**config.mk**
```make
export PLATFORM = sky130hd
export DESIGN_NAME = div_lane_array
export DESIGN_NICKNAME = d
export VERILOG_FILES = /design/src/rtl/div_lane_array.sv
export SDC_FILE = /design/constraint.sdc
export NUM_CORES = 2
export LEC_CHECK = 0
export ABC_CLOCK_PERIOD_IN_PS = 23200
export CAP_MARGIN = 0
export CORE_MARGIN = 2
export CORE_UTILIZATION = 40
export DETAILED_ROUTE_END_ITERATION = 8
export GPL_ROUTABILITY_DRIVEN = 0
export PLACE_DENSITY = 0.59
export REMOVE_ABC_BUFFERS = 1
export SKIP_CTS_REPAIR_TIMING = 1
export SYNTH_ARGS = -nofsm -noshare
export SYNTH_HDL_FRONTEND = slang
export SYNTH_SLANG_ARGS = --single-unit
```
**constraint.sdc**
```tcl
create_clock -name clk -period 23.2 [get_ports clk]
set_input_delay 4.64 -clock clk [delete_from_list [all_inputs] [get_ports clk]]
set_output_delay 4.64 -clock clk [all_outputs]
set_load 0.005 [all_outputs]
```
**src/rtl/div_lane_array.sv**
```systemverilog
// Multi-lane bit-serial restoring divider array. Lanes are filled in order from a valid/ready
// stream, and the quotients/remainders are reduced with a per-batch mode plus a popcount summary.
module div_lane_array #(
  parameter  int WIDTH     = 32,
  parameter  int NUM_LANES = 4,
  localparam int ONES_W    = $clog2(2*WIDTH+1)
) (
  input  logic                 clk,
  input  logic                 reset_n,
  input  logic                 in_valid,
  output logic                 in_ready,
  input  logic [WIDTH-1:0]     in_x,
  input  logic [WIDTH-1:0]     in_y,
  input  logic [1:0]           mode,
  output logic                 out_valid,
  input  logic                 out_ready,
  output logic [WIDTH-1:0]     out_q,
  output logic [WIDTH-1:0]     out_r,
  output logic [ONES_W-1:0]    out_ones,
  output logic [NUM_LANES-1:0] out_dbz
);

  localparam int LC_W  = (NUM_LANES > 1) ? $clog2(NUM_LANES) : 1;
  localparam int CNT_W = $clog2(WIDTH+1);

  typedef enum logic [1:0] {FILL, RUN, OUT} state_t;

  state_t              state;
  logic [LC_W-1:0]     lane_cnt;
  logic [1:0]          mode_q;
  logic                accept;
  logic                release_out;
  logic                all_done;
  logic [NUM_LANES-1:0] load;
  logic [NUM_LANES-1:0] busy;
  logic [NUM_LANES-1:0] done;
  logic [NUM_LANES-1:0] dbz;

  // quo starts as the dividend and shifts quotient bits in from the right as dividend bits leave.
  logic [WIDTH-1:0]    rem      [NUM_LANES];
  logic [WIDTH-1:0]    quo      [NUM_LANES];
  logic [WIDTH-1:0]    dsr      [NUM_LANES];
  logic [CNT_W-1:0]    iter     [NUM_LANES];
  logic [WIDTH:0]      shifted  [NUM_LANES];
  logic [WIDTH-1:0]    diff     [NUM_LANES];
  logic [WIDTH-1:0]    step_rem [NUM_LANES];
  logic [NUM_LANES-1:0] step_q;

  logic [WIDTH-1:0]    q_red;
  logic [WIDTH-1:0]    r_red;
  logic [ONES_W-1:0]   ones;

  assign in_ready    = (state == FILL);
  assign accept      = in_valid && in_ready;
  assign release_out = (state == OUT) && out_ready;
  assign all_done    = &done;

  always_comb begin
    // NOTE: every always_comb output gets a default first so no path can infer a latch.
    load = '0;
    for (int i = 0; i < NUM_LANES; i++)
      load[i] = accept && (lane_cnt == LC_W'(i));
  end

  // One restoring step: the WIDTH+1 bit partial remainder is compared against the divisor.
  // A zero divisor always "subtracts", which yields q = all ones and r = x.
  always_comb begin
    for (int i = 0; i < NUM_LANES; i++) begin
      shifted[i]  = {rem[i], quo[i][WIDTH-1]};
      diff[i]     = shifted[i][WIDTH-1:0] - dsr[i];
      step_q[i]   = (shifted[i] >= {1'b0, dsr[i]});
      step_rem[i] = step_q[i] ? diff[i] : shifted[i][WIDTH-1:0];
    end
  end

  always_ff @(posedge clk or negedge reset_n) begin
    // NOTE: the lane arrays are reset explicitly so an aborted batch leaves no residue.
    if (!reset_n) begin
      for (int i = 0; i < NUM_LANES; i++) begin
        rem[i]  <= '0;
        quo[i]  <= '0;
        dsr[i]  <= '0;
        iter[i] <= '0;
      end
      busy <= '0;
      done <= '0;
      dbz  <= '0;
    end else begin
      for (int i = 0; i < NUM_LANES; i++) begin
        if (load[i]) begin
          rem[i]  <= '0;
          quo[i]  <= in_x;
          dsr[i]  <= in_y;
          iter[i] <= CNT_W'(WIDTH);
          busy[i] <= 1'b1;
          done[i] <= 1'b0;
          dbz[i]  <= (in_y == '0);
        end else if (busy[i]) begin
          rem[i]  <= step_rem[i];
          quo[i]  <= {quo[i][WIDTH-2:0], step_q[i]};
          iter[i] <= iter[i] - CNT_W'(1);
          if (iter[i] == CNT_W'(1)) begin
            busy[i] <= 1'b0;
            done[i] <= 1'b1;
          end
        end else if (release_out) begin
          done[i] <= 1'b0;
          dbz[i]  <= 1'b0;
        end
      end
    end
  end

  always_comb begin
    q_red = quo[0];
    r_red = rem[0];
    for (int i = 1; i < NUM_LANES; i++) begin
      unique case (mode_q)
        2'b00:   begin q_red = q_red | quo[i]; r_red = r_red | rem[i]; end
        2'b01:   begin q_red = q_red & quo[i]; r_red = r_red & rem[i]; end
        2'b10:   begin q_red = q_red ^ quo[i]; r_red = r_red ^ rem[i]; end
        default: ;
      endcase
    end
    ones = '0;
    for (int b = 0; b < WIDTH; b++)
      ones = ones + ONES_W'(q_red[b]) + ONES_W'(r_red[b]);
  end

  always_ff @(posedge clk or negedge reset_n) begin
    if (!reset_n) begin
      state     <= FILL;
      lane_cnt  <= '0;
      mode_q    <= '0;
      out_valid <= 1'b0;
      out_q     <= '0;
      out_r     <= '0;
      out_ones  <= '0;
      out_dbz   <= '0;
    end else begin
      unique case (state)
        FILL: if (accept) begin
          if (lane_cnt == '0) mode_q <= mode;
          if (lane_cnt == LC_W'(NUM_LANES-1)) begin
            lane_cnt <= '0;
            state    <= RUN;
          end else begin
            lane_cnt <= lane_cnt + LC_W'(1);
          end
        end
        RUN: if (all_done) begin
          out_q     <= q_red;
          out_r     <= r_red;
          out_ones  <= ones;
          out_dbz   <= dbz;
          out_valid <= 1'b1;
          state     <= OUT;
        end
        OUT: if (out_ready) begin
          out_valid <= 1'b0;
          state     <= FILL;
        end
        default: state <= FILL;
      endcase
    end
  end

endmodule

```
== After elaboration in Yosys (flattened, before gate mapping) ==
Cells that the tools add are included.

* Flip-flop bits (word level): 502
* Output and inout port bits: 77
* Word-level logic and storage cells: 263

* Add/sub/neg operators: 72
* Order comparisons: 4
* Eq/ne operators: 23
* Mux-type cells: 76
* Bitwise operators: 18
* Reductions and logical operators: 37

{| class="wikitable"
|+ Operators by type and width
! kind !! count
|-
| 32-bit 2-to-1 mux || 20
|-
| 32-bit one-hot mux with 3 select lines || 6
|-
| 7-bit by 1-bit adder with 7-bit output || 57
|-
| 32-bit bitwise AND || 6
|-
| 32-bit bitwise OR || 6
|-
| 32-bit bitwise XOR || 6
|-
| 33-bit by 32-bit >= comparator with 1-bit output || 4
|-
| 32-bit subtractor || 4
|-
| 6-bit 2-to-1 mux || 8
|-
| 1-bit 2-to-1 mux || 35
|-
| 32-bit logical NOT || 1
|-
| 6-bit by 1-bit equality test with 1-bit output, second input constant || 4
|-
| 6-bit by 1-bit subtractor with 6-bit output, second input constant || 4
|-
| 2-bit AND reduction || 9
|-
| 2-bit nonzero test || 9
|-
| 2-bit inequality test, second input constant || 6
|-
| 3-bit by 2-bit inequality test with 1-bit output, second input constant || 4
|-
| 3-bit nonzero test || 4
|-
| 2-bit 2-to-1 mux || 5
|-
| 2-bit equality test, second input constant || 4
|-
| 4-bit AND reduction || 2
|-
| 6-bit by 1-bit adder with 7-bit output || 1
|-
| 5-bit by 1-bit adder with 6-bit output || 1
|-
| 2-bit by 1-bit equality test with 1-bit output, second input constant || 3
|-
| 12 further kinds || 21
|}

== Depth between registers and ports, before layout ==
* Depth after elaboration: 69
* Mapped depth: 40

== Least setup slack after synthesis ==
OpenSTA, ideal clock, no wires.

* Kind: flip-flop to flip-flop
* From: register mode_q[1]
* To: register out_ones[5]
* Library setup time: 136 ps
* Arrival time: 8744 ps
* Data required time: 23064 ps
* Slack: 14320 ps
* Cell stages (with the launch flop): 31
* Path buffers: 4
* Period minus slack after synthesis: 8880 ps
* Path through: dfrtp_1 -> clkbuf_1 -> clkbuf_1 -> clkbuf_1 -> clkbuf_1 -> mux4_2 -> inv_1 -> ha_1 -> mux4_2 -> inv_1 -> ha_1 -> mux4_2 -> fa_1 -> inv_1 -> fa_1 -> fa_1 -> inv_1 -> fa_1 -> fa_1 -> fa_1 -> fa_1 -> inv_1 -> fa_1 -> inv_1 -> ha_1 -> a21o_1 -> a21o_1 -> a21o_1 -> a21oi_1 -> xnor2_1 -> o21ai_0

* Elaborated cells between the ends (all ways): 84
* Classes of those cells: add/sub: 63; eq/ne: 2; mux: 6; bitwise: 12; reduce/logical: 1

{| class="wikitable"
|+ RTL lines
! element !! line !! RTL
|-
| start, declared || 30 || <nowiki>logic [1:0] mode_q;</nowiki>
|-
| start signal, assigned || 143 || <nowiki>if (lane_cnt == '0) mode_q <= mode;</nowiki>
|-
| 2-bit equality test (tied with other cells) || 118 || <nowiki>unique case (mode_q)</nowiki>
|-
| 32-bit one-hot mux with 3 select lines || 118 ||
|-
| 32-bit bitwise XOR (tied with other cells) || 121 || <nowiki>2'b10: begin q_red = q_red ^ quo[i]; r_red = r_red ^ rem[i]; end</nowiki>
|-
| 32-bit one-hot mux with 3 select lines || 118 ||
|-
| 32-bit bitwise XOR (tied with other cells) || 121 ||
|-
| 32-bit one-hot mux with 3 select lines (*) || 118 ||
|-
| named net q_red[17] || 49 || <nowiki>logic [WIDTH-1:0] q_red;</nowiki>
|-
| 7-bit by 1-bit adder with 7-bit output (*) (30 in a row) || 127 || <nowiki>ones = ones + ONES_W'(q_red[b]) + ONES_W'(r_red[b]);</nowiki>
|-
| end signal, assigned || 154 || <nowiki>out_ones <= ones;</nowiki>
|-
| end, declared || 19 || <nowiki>output logic [ONES_W-1:0] out_ones,</nowiki>
|}

Mark *: on every way through the listed nets, which the timed path passes. The rest lies on a longest branch.
A chain may end at the register's enable or synchronous reset.

== Final worst setup path ==
* From: register mode_q[1]
* To: register out_ones[5]

* Cells in the longest elaborated chain, start to end: 69
* Elaborated cells between the ends (all ways): 84
* Classes of those cells: add/sub: 63; eq/ne: 2; mux: 6; bitwise: 12; reduce/logical: 1

{| class="wikitable"
|+ Ends and longest elaborated chain
! element !! line
|-
| 2-bit equality test (tied with other cells) || 118
|-
| 32-bit one-hot mux with 3 select lines || 118
|-
| 32-bit bitwise XOR (tied with other cells) || 121
|-
| 32-bit one-hot mux with 3 select lines || 118
|-
| 32-bit bitwise XOR (tied with other cells) || 121
|-
| 32-bit one-hot mux with 3 select lines || 118
|-
| 1-bit by 1-bit adder with 2-bit output || 127
|-
| 2-bit by 1-bit adder with 3-bit output || 127
|-
| 3-bit by 1-bit adder with 4-bit output || 127
|-
| 4-bit by 1-bit adder with 5-bit output || 127
|-
| 5-bit by 1-bit adder with 6-bit output || 127
|-
| 6-bit by 1-bit adder with 7-bit output || 127
|-
| 7-bit by 1-bit adder with 7-bit output (56 in a row) || 127
|-
| 7-bit by 1-bit adder with 7-bit output (*) || 127
|}

Mark *: on every way between the ends. The rest lies on a longest branch, timed or not.

==> results.py <==
metrics = {
    "worst_setup_path": {
        "path_max_fanout": 93,
        "cp-end-kind": "flop",
        "critical_path.slowest_cell": "dfrtp_4",
        "r2r_end": "out_ones[5]",
        "cp-startpoint": "mode_q[1]",
        "required_ps": 23670,
        "reg2reg_depth": 35,
        "crit_end": "out_ones[5]",
        "ff2ff_setup_slack_ps": 13080,
        "reg2reg_from": "mode_q[1]",
        "slowest_delay_ps": 880,
        "crit_top_cell": "fa_1",
        "critPathArrivalTime_ps": 10600,
        "cp-start-kind": "flop",
        "worstSetupPathType": "flop to flop",
    },
    "timing": {
        "finClkSkew_ps": 30.1,
        "finalSetupTns_ps": 0,
        "timing_hold_violations_final": 0,
        "slew_headroom_pct": 24.6,
        "setup_viol": 0,
        "min_period_ps": 10120,
        "tightest_slew_ps": 1120,
        "worst_hold_slack_ps": 471,
        "post-route-period-util_pct": 43.6,
        "fmax_mhz": 98.8,
        "grt_setup_unrepaired": "false",
        "finalMaxSlewViolations": 0,
    },
    "die": {
        "dieArea_um2": 108000,
        "fp.dieW_um": 328,
        "start_util_pct": 40.5,
        "pin_count": 147,
        "core_um2": 104000,
        "die_h_um": 328,
        "rows": 118,
    },
    "synthesis": {
        "async_flop_share_pct": 100,
        "synth.distinct_cells": 92,
        "yosysWarnings": 0,
        "synth_top_area_share_pct": 29.9,
        "syn_area_um2": 42100,
        "yosys-top-cells-area": "dfrtp_1, ha_1, inv_1",
        "yosys_register_bits": 502,
        "synth.avg_cell_area_um2": 8.48,
        "syn_inst": 4956,
        "ys.flop_type": "dfrtp_1",
        "synth_largest_area_cell": "dfrtp_1",
        "synth_edf_count": 0,
        "yosysSeqAreaShare_pct": 29.9,
    },
    "global_routing": {
        "grt.total_usage_pct": 22.6,
        "grt_pass1_vias": 32879,
        "grt_remaining_overflow": 0,
        "grt_first_pass_wirelength_mm": 192,
        "grtUsageMet1_pct": 31.6,
        "grt_antenna_before_repair": 0,
        "grt_most_used_layer": "met2",
        "grtUsageMet2_pct": 36.3,
        "met3_usage_pct": 2.72,
        "grt_max_degree": 100,
    },
    "final_layout": {
        "drive_above_1_share_pct": 6.25,
        "diodes": 0,
        "fin_area_um2": 46800,
        "final_cells": 6372,
        "area_growth_pct": 11.4,
        "nets": 5608,
    },
    "clock_tree": {
        "cts_max_level": 3,
        "clock-sinks": 502,
        "cts-root-buf": "clkbuf_16",
        "clk_path_buf_depth": 3,
        "clk_pin_slew_ps": 60,
        "clock_latency_ps": 640,
        "cts_tree": "built",
        "cts_buffers": 67,
    },
    "place": {
        "place_area_um2": 44500,
        "dp_cells": 6253,
        "place_hpwl_mm": 90.2,
        "portBuffers": 146,
    },
    "status": {
        "status": "finished, final reports clean",
    },
    "routing": {
        "firstDrtPassIters": 8,
        "wirelength_mm": 121,
        "ant_nets": 0,
        "wl_per_cell_um": 19.0,
        "drc": 0,
        "via_per_inst": 5.37,
        "vias": 34233,
        "drtIter0Drc": 2660,
    },
    "run": {
        "maxCapViolations": 0,
    },
    "min_path": {
        "hp-class": "flop to flop",
        "hold_depth": 2,
    },
}
cells in the final DEF (no fill, tap or decap), drive strengths merged, types with 48 or more instances in the layout:
cell type,count
fa,58
nand2,715
ha,538
xnor2,68
nand2b,117
mux4,99
a211oi,48
nor2,147
o21a,80
a31oi,71
o21ai,558
nor3,53
clkbuf,97
a21oi,215
a21o,53
dfrtp,502
inv,740
nand3,113
mux2i,159
clkdlybuf4s50,145
worst max-delay path: cells and delay by family (launching register included):
kind	cells	cell delay, ps
adders and majority gates	11	4670
DFF	1	880
and+or+nand+nor	4	490
AOI/OAI and AO/OA	10	1780
xor gates and xnor gates	1	130
buffers and inverters	9	1920
cell usage after synthesis (11+ instances only):
| cell | count |
|---|---|
| o21a_1 | 80 |
| nor2_1 | 146 |
| nor4_1 | 19 |
| nand2_1 | 714 |
| fa_1 | 58 |
| o21ai_0 | 549 |
| a211oi_1 | 48 |
| or3_1 | 12 |
| buf_1 | 24 |
| ha_1 | 538 |
| xnor2_1 | 68 |
| a21oi_1 | 212 |
| nor3_1 | 51 |
| xor2_1 | 44 |
| nor2b_1 | 22 |
| mux4_2 | 99 |
| a31oi_1 | 70 |
| a21o_1 | 53 |
| nand2b_1 | 117 |
| o31ai_1 | 13 |
| a311oi_1 | 12 |
| o21bai_1 | 15 |
| inv_1 | 737 |
| nand4_1 | 29 |
| nand3_1 | 112 |
| clkbuf_1 | 212 |
| and2_1 | 11 |
| and3_1 | 29 |
| buf_2 | 24 |
| mux2i_1 | 159 |
| o211ai_1 | 23 |
| dfrtp_1 | 502 |
per-stage QoR:
stage                     util (%)  setup slack [ps]
after floorplan                  -              7410
after global placement        42.8             13170
after detailed placement      42.8             12990
after CTS                     45.1             12960
after global routing          45.1             12250
final                         45.1             13080
cell type report:
type / instances / area (µm²)
Clock buffer: 97 / 2010
Clock inverter: 22 / 280
Fill cell: 10230 / 57100
Inverter: 737 / 2770
Multi-Input combinational cell: 3448 / 25700
Sequential cell: 502 / 12600
Tap cell: 1380 / 1730
Timing Repair Buffer: 186 / 1770
how the worst min path moves through the flow:
stage | end | slack, ps | from
2_1_floorplan | out_dbz[0] | 440 | dbz[0]
3_3_place_gp | out_r[20] | 460 | out_r[20]
3_5_place_dp | out_r[20] | 460 | out_r[20]
4_1_cts | out_q[16] | 480 | out_q[16]
5_1_grt | dsr[96] | 490 | dsr[96]
6_report | out_dbz[3] | 470 | dbz[3]
cells by family after synthesis:
| group | Yosys count | share of synthesized area [%] |
|---|---|---|
| and+or+nand+nor | 1303 | 14.0 |
| xor gates and xnor gates | 112 | 2.33 |
| buffers and inverters | 1006 | 9.14 |
| DFF | 502 | 29.9 |
| adders and majority gates | 596 | 18.8 |
| AOI/OAI and AO/OA | 1175 | 16.7 |
| muxes | 262 | 9.19 |
routing by layer:
| metal | wire [µm] | up-vias |
|---|---|---|
| li1 | - | 16668 |
| met1 | 57000 | 16553 |
| met2 | 54400 | 816 |
| met3 | 5540 | 196 |
| met4 | 4070 | 0 |
| met5 | 0 | - |
state kept, by name, indices dropped and copies added (netlist names), 7 cells and up:
signal / count
iter: 24
out_ones: 7
out_r: 32
rem: 128
quo: 128
dsr: 128
out_q: 32
Power is not shown: default switching activity piles up to over one toggle a cycle in this logic, so the estimate is an artifact.
